<file path="src/rtl/down_counter_pkg.sv">
// Shared definitions for the down_counter block: the FSM state encoding
// and the default counter width.
package down_counter_pkg;

    localparam int DEFAULT_WIDTH = 4;

    typedef enum logic [1:0] {
        IDLE = 2'd0,
        RUN  = 2'd1,
        DONE = 2'd2
    } state_t;

endpackage

</file>
<file path="src/rtl/down_counter.sv">
// down_counter: loadable down counter with IDLE/RUN/DONE control FSM.
// A load always wins over en. A non-zero load starts a run. A zero load
// jumps straight to DONE with a done pulse. done pulses on the 1 -> 0 step.
//
// Build option: define DOWN_COUNTER_AUTORELOAD_EN for periodic mode. In that
// mode, reaching 0 keeps the FSM in RUN, and the next enabled edge reloads the
// last loaded value. Without the macro, the FSM parks in DONE at 0.
module down_counter
    import down_counter_pkg::*;
#(
    parameter int WIDTH = DEFAULT_WIDTH
) (
    input  logic             clk,
    input  logic             rst,
    input  logic             load,
    input  logic [WIDTH-1:0] load_val,
    input  logic             en,
    output logic [WIDTH-1:0] count,
    output logic             zero,
    output logic             busy,
    output logic             done
);

    localparam logic [WIDTH-1:0] ONE = {{(WIDTH-1){1'b0}}, 1'b1};

    state_t           state;
    state_t           state_next;
    logic [WIDTH-1:0] count_next;
    logic             busy_next;
    logic             done_next;
    logic             at_one;
    logic             at_zero;

`ifdef DOWN_COUNTER_AUTORELOAD_EN
    logic [WIDTH-1:0] reload_reg;
    logic [WIDTH-1:0] reload_next;
`endif

    assign at_one  = (count == ONE);
    assign at_zero = (count == '0);
    assign zero    = at_zero;

    // State register plus registered count/flags; reset aborts any run silently
    always_ff @(posedge clk) begin
        if (rst) begin
            state      <= IDLE;
            count      <= '0;
            busy       <= 1'b0;
            done       <= 1'b0;
`ifdef DOWN_COUNTER_AUTORELOAD_EN
            reload_reg <= '0;
`endif
        end else begin
            state      <= state_next;
            count      <= count_next;
            busy       <= busy_next;
            done       <= done_next;
`ifdef DOWN_COUNTER_AUTORELOAD_EN
            reload_reg <= reload_next;
`endif
        end
    end

    // Next-state logic: load decides the state outright, otherwise only RUN moves
    always_comb begin
        state_next = state;
        if (load) begin
            state_next = (load_val != '0) ? RUN : DONE;
        end else begin
            case (state)
                RUN: begin
`ifdef DOWN_COUNTER_AUTORELOAD_EN
                    state_next = RUN;
`else
                    if (en && (at_one || at_zero)) begin
                        state_next = DONE;
                    end
`endif
                end
                IDLE:    state_next = IDLE;
                DONE:    state_next = DONE;
                default: state_next = IDLE;
            endcase
        end
    end

    // Output logic: next count, done pulse, and busy follow from the state move
    always_comb begin
        count_next = count;
        done_next  = 1'b0;
        busy_next  = (state_next == RUN);
`ifdef DOWN_COUNTER_AUTORELOAD_EN
        reload_next = reload_reg;
`endif
        if (load) begin
            count_next = load_val;
            done_next  = (load_val == '0);
`ifdef DOWN_COUNTER_AUTORELOAD_EN
            reload_next = load_val;
`endif
        end else if ((state == RUN) && en) begin
`ifdef DOWN_COUNTER_AUTORELOAD_EN
            if (at_zero) begin
                count_next = reload_reg;
            end else begin
                count_next = count - ONE;
                done_next  = at_one;
            end
`else
            if (!at_zero) begin
                count_next = count - ONE;
                done_next  = at_one;
            end
`endif
        end
    end

endmodule

</file>
<file path="config.mk">
export PLATFORM = sky130hd
export DESIGN_NAME = down_counter
export DESIGN_NICKNAME = d
export VERILOG_FILES = /design/src/rtl/down_counter_pkg.sv /design/src/rtl/down_counter.sv
export SDC_FILE = /design/constraint.sdc
export NUM_CORES = 1
export LEC_CHECK = 0
export ABC_AREA = 1
export CAP_MARGIN = 0
export CELL_PAD_IN_SITES_DETAIL_PLACEMENT = 1
export CELL_PAD_IN_SITES_GLOBAL_PLACEMENT = 1
export CORE_AREA = 2 2 42 44
export DETAILED_ROUTE_END_ITERATION = 8
export DIE_AREA = 0 0 44 46
export PLACE_DENSITY = 0.8
export REMOVE_ABC_BUFFERS = 1
export SYNTH_ARGS = -nofsm -noshare
export SYNTH_HDL_FRONTEND = slang
export SYNTH_SLANG_ARGS = --single-unit
</file>
<file path="constraint.sdc">
create_clock -name clk -period 3.6 [get_ports clk]
set_input_delay 0.9 -clock clk [delete_from_list [all_inputs] [get_ports clk]]
set_output_delay 0.9 -clock clk [all_outputs]
set_load 0.01 [all_outputs]
</file>
# == Word level (Yosys, flattened, before mapping) ==
# Index checks and enable logic that the tools add are counted.
# classes
addsub,1
n_eq_ne,5
mux,10
n_reduce_logical,8
# ops
cell,count
$mux 4,3
$logic_not 4->1,2
$mux 2,3
$eq 2x1->1 const B,2
$eq 4x1->1 const B,1
$pmux 2 s2,1
$reduce_bool 4->1,1
$sub 4x1->4 const B,1
$mux 1,3
$eq 2x2->1 const B,1
$logic_and 1x1->1,2
$ne 2x2->1 const B,1
$reduce_and 2->1,1
$reduce_bool 2->1,1
$logic_or 1x1->1,1
# totals
ff_bits,8
input_bits,8
output_inout_bits,7
word_cells,28

# == Depth between registers and ports, before layout ==
# depth
depth_word,7
mapped_depth,9
depth_no_buf,9

# == Worst setup path after synthesis ==
# Ideal clock, no wire load.
# synth_timing
path_kind,register to output
startpoint,reg count[0]
endpoint,out zero
arrival_ps,908
t_required_ps,2700
path_slack_ps,1792
stages_incl_launch_ff,5
n_path_buf,0
path_cell_list,dfxtp_1 -> inv_1 -> ha_1 -> nand2_2 -> inv_1
# synth_between
elab_chain_cells,1
# synth_lines
element,line_no,source
start: declaration,down_counter.sv:18,"output logic [WIDTH-1:0] count,"
start signal: assignment,down_counter.sv:55,count <= count_next;
$logic_not 4->1,down_counter.sv:40,assign at_zero = (count == '0);
end: declaration,down_counter.sv:19,"output logic zero,"
# No other way between the ends.

# == Final worst setup path ==
# Same ends and word-level chain as after synthesis.

==> flow_summary_export.csv <==
group,metric,value,unit
status,run_status,"completed",
critical_path,critPathCaptureType,"primary output",
sta,rsz0062_at_grt,"false",
floorplan,start_util,0.329,
sta,worstMarginPinSlew,0.265,ns
global_route,grt_max_degree,8,
min_path,hold_path_depth,1,
clocking,numCtsBuffers,3,
place,place_congestion,0.733,
final_layout,mostFrequentLayoutCells,"clkdlybuf4s50_1, inv_1, nand2_1, dfxtp_1, nor2_1",
floorplan,die_x,44,µm
pwr,power.density,333,nW/µm²
global_route,antenna_found_initial,0,
final_layout,area_growth_syn_to_layout,34.7,%
critical_path,worst-setup-path-type,"flip-flop to primary output",
route,dr.first_iter.drc_count,6,
place,port_buffers,14,
critical_path,cp_max_fo,5,
clocking,cts_resized,0,
place,hpwl,971,µm
clocking,cts_buffer_depth,2,
global_route,grt_first_pass_wirelength,1.90,mm
floorplan,rows,15,
critical_path,max_stage_delay,0.47,ns
pwr,power,0.238,mW
sta,finalHoldViolCount,0,
critical_path,crit_family,"buffers and inverters",
min_path,worstHoldEndpoint,"count[0]$_SDFFE_PP0P_",
route,antenna_left,0,
sta,tns,0,ns
clocking,cts_hold_buf,0,
min_path,hold_path_class,"flip-flop to flip-flop",
critical_path,cp_slowest_cell,"clkdlybuf4s50_1",
critical_path,cpMostUsedCell,"inv_1",
critical_path,r2r-start,"count[0]$_SDFFE_PP0P_",
clocking,path_clk_slew,0.06,ns
pwr,leakagePower,0.310,nW
floorplan,io_pins,15,
global_route,grt_use_total,0.135,
critical_path,crit_buf_inv,3,
sta,finalCriticalPeriod,2.52,ns
global_route,grt_pass1_vias,446,
sta,final.period_utilization,0.700,
synth,syn_area,531,µm²
critical_path,start_kind,"flip-flop",
sta,relSlewSlack,0.822,
clocking,htreeDepth,1,
final_layout,drive_above_1_share,0.171,
final_layout,fill_cells,204,
final_layout,postLayoutCoreUtil,0.443,
clocking,insertion_delay,0.27,ns
critical_path,critPathRequiredTime,2.70,ns
final_layout,final_nets,96,
synth,synth_cell_types,21,
place,dpl_cell_area,692,µm²
synth,synthCells,65,
route,wirelength,1.14,mm
synth,synth_area_per_cell,8.16,µm²
clocking,cts-root-buf,"clkbuf_4",
final_layout,n_antenna_cell,0,
clocking,tritoncts,"built",
sta,maxSlewViolCount,0,
pwr,ir_drop,139,µV
floorplan,die_h,46,µm
place,dp.cells,96,
clocking,clock-sinks,8,
route,drcViolationCount,0,
sta,skew,0.00535,ns
route,drt-pass1-iter-count,4,
clocking,post-cts-setup-buffers,0,
final_layout,final_common_cell,"clkdlybuf4s50_1",
job,drv_cap,0,
sta,setup_viol,0,
route,wl_per_cell,11.6,µm
critical_path,crit_chain,"inv_1, ha_1, nand2_2, inv_1, clkdlybuf4s50_1",
floorplan,core_region_area,1610,µm²
synth,synth-seq-area-share,0.302,
route,vias_per_cell,4.72,
sta,max_freq,0.397,GHz
global_route,grt_overflow_total,0,
route,vias,467,
floorplan,dieArea,2020,µm²
critical_path,reg2reg_to,"state[1]$_SDFF_PP0_",
synth,yosysWarningCount,0,
final_layout,fin_cells,99,
critical_path,arrival,1.62,ns
critical_path,rrSetupSlack,2.17,ns
synth,ys_ff_latch,8,
critical_path,reg2regPathDepth,8,
final_layout,post-route-cell-area,714,µm²
min_path,hold_start,"count[0]$_SDFFE_PP0P_",
==> worst max-delay path by stage <==
stage	startpoint	end	slack [ns]	cells after the start
floorplan	count[0]$_SDFFE_PP0P_	zero	1.79	4
global route	count[0]$_SDFFE_PP0P_	zero	0.99	5
detailed placement	count[0]$_SDFFE_PP0P_	zero	1.35	5
finish	count[0]$_SDFFE_PP0P_	zero	1.08	5
global placement	count[0]$_SDFFE_PP0P_	zero	1.40	5
CTS	count[0]$_SDFFE_PP0P_	zero	1.06	5
==> state kept, by name, summed over array words and instances (netlist names) <==
name / flops
count: 4
state: 2
busy: 1
done: 1
==> per-stage QoR <==
step                      worst slack, ns  hold WS, ns
after detailed placement             1.35        0.546
after CTS                            1.06        0.554
after global routing                0.987        0.576
after floorplan                      1.79        0.557
final                                1.08        0.547
after global placement               1.40        0.516
==> cell usage after synthesis <==
cell,n,area (µm²)
a211oi_2,2,25.0
a21oi_1,3,15.0
a21oi_2,1,8.76
bufinv_8,1,17.5
dfxtp_1,8,160
ha_1,4,50.1
inv_1,12,45.0
nand2_1,11,41.3
nand2_2,2,12.5
nand3_1,3,15.0
nand3_4,1,17.5
nand4_1,1,6.26
nor2_1,6,22.5
nor2_2,1,6.26
nor2_4,1,11.3
o211ai_1,1,7.51
o211ai_2,1,12.5
o21ai_0,2,10.0
o21ai_1,2,10.0
xnor2_1,1,8.76
xor2_4,1,27.5
==> per-layer routing <==
layer	global-route usage	share of wire	wire length (µm)
met1	0.159	0.44	508
met2	0.206	0.49	566
met3	0.0119	0.034	39
met4	0.145	0.025	29
met5	0	0	0
==> layout make-up <==
cell class,count,area [µm²],area share
Clock buffer,3,22.5,0.0315
Inverter,13,62.6,0.0876
Timing Repair Buffer,14,140,0.196
Multi-Input combinational cell,44,308,0.431
Sequential cell,8,160,0.224
Tap cell,17,21.3,0.0298
==> worst reg2reg max path, delay by kind of cell, from the launching register on <==
kind            cells  cell delay, ns
flops               1            0.40
fa+ha+maj           1            0.25
compound gates      2            0.30
buf+inv             1            0.08
simple gates        4            0.27
==> cells by family after synthesis <==
family          after synthesis  share of synthesized area
simple gates                 26                      0.250
buf+inv                      13                      0.118
compound gates               12                      0.167
flops                         8                      0.302
fa+ha+maj                     4                     0.0943
xor+xnor                      2                     0.0684
==> power by group <==
group | switching, mW | internal, mW
Sequential | 0.00493 | 0.0937
Combinational | 0.0327 | 0.0342
Clock | 0.0341 | 0.0384
Total | 0.0717 | 0.166
Note: power is estimated with default switching activity, not from simulation.
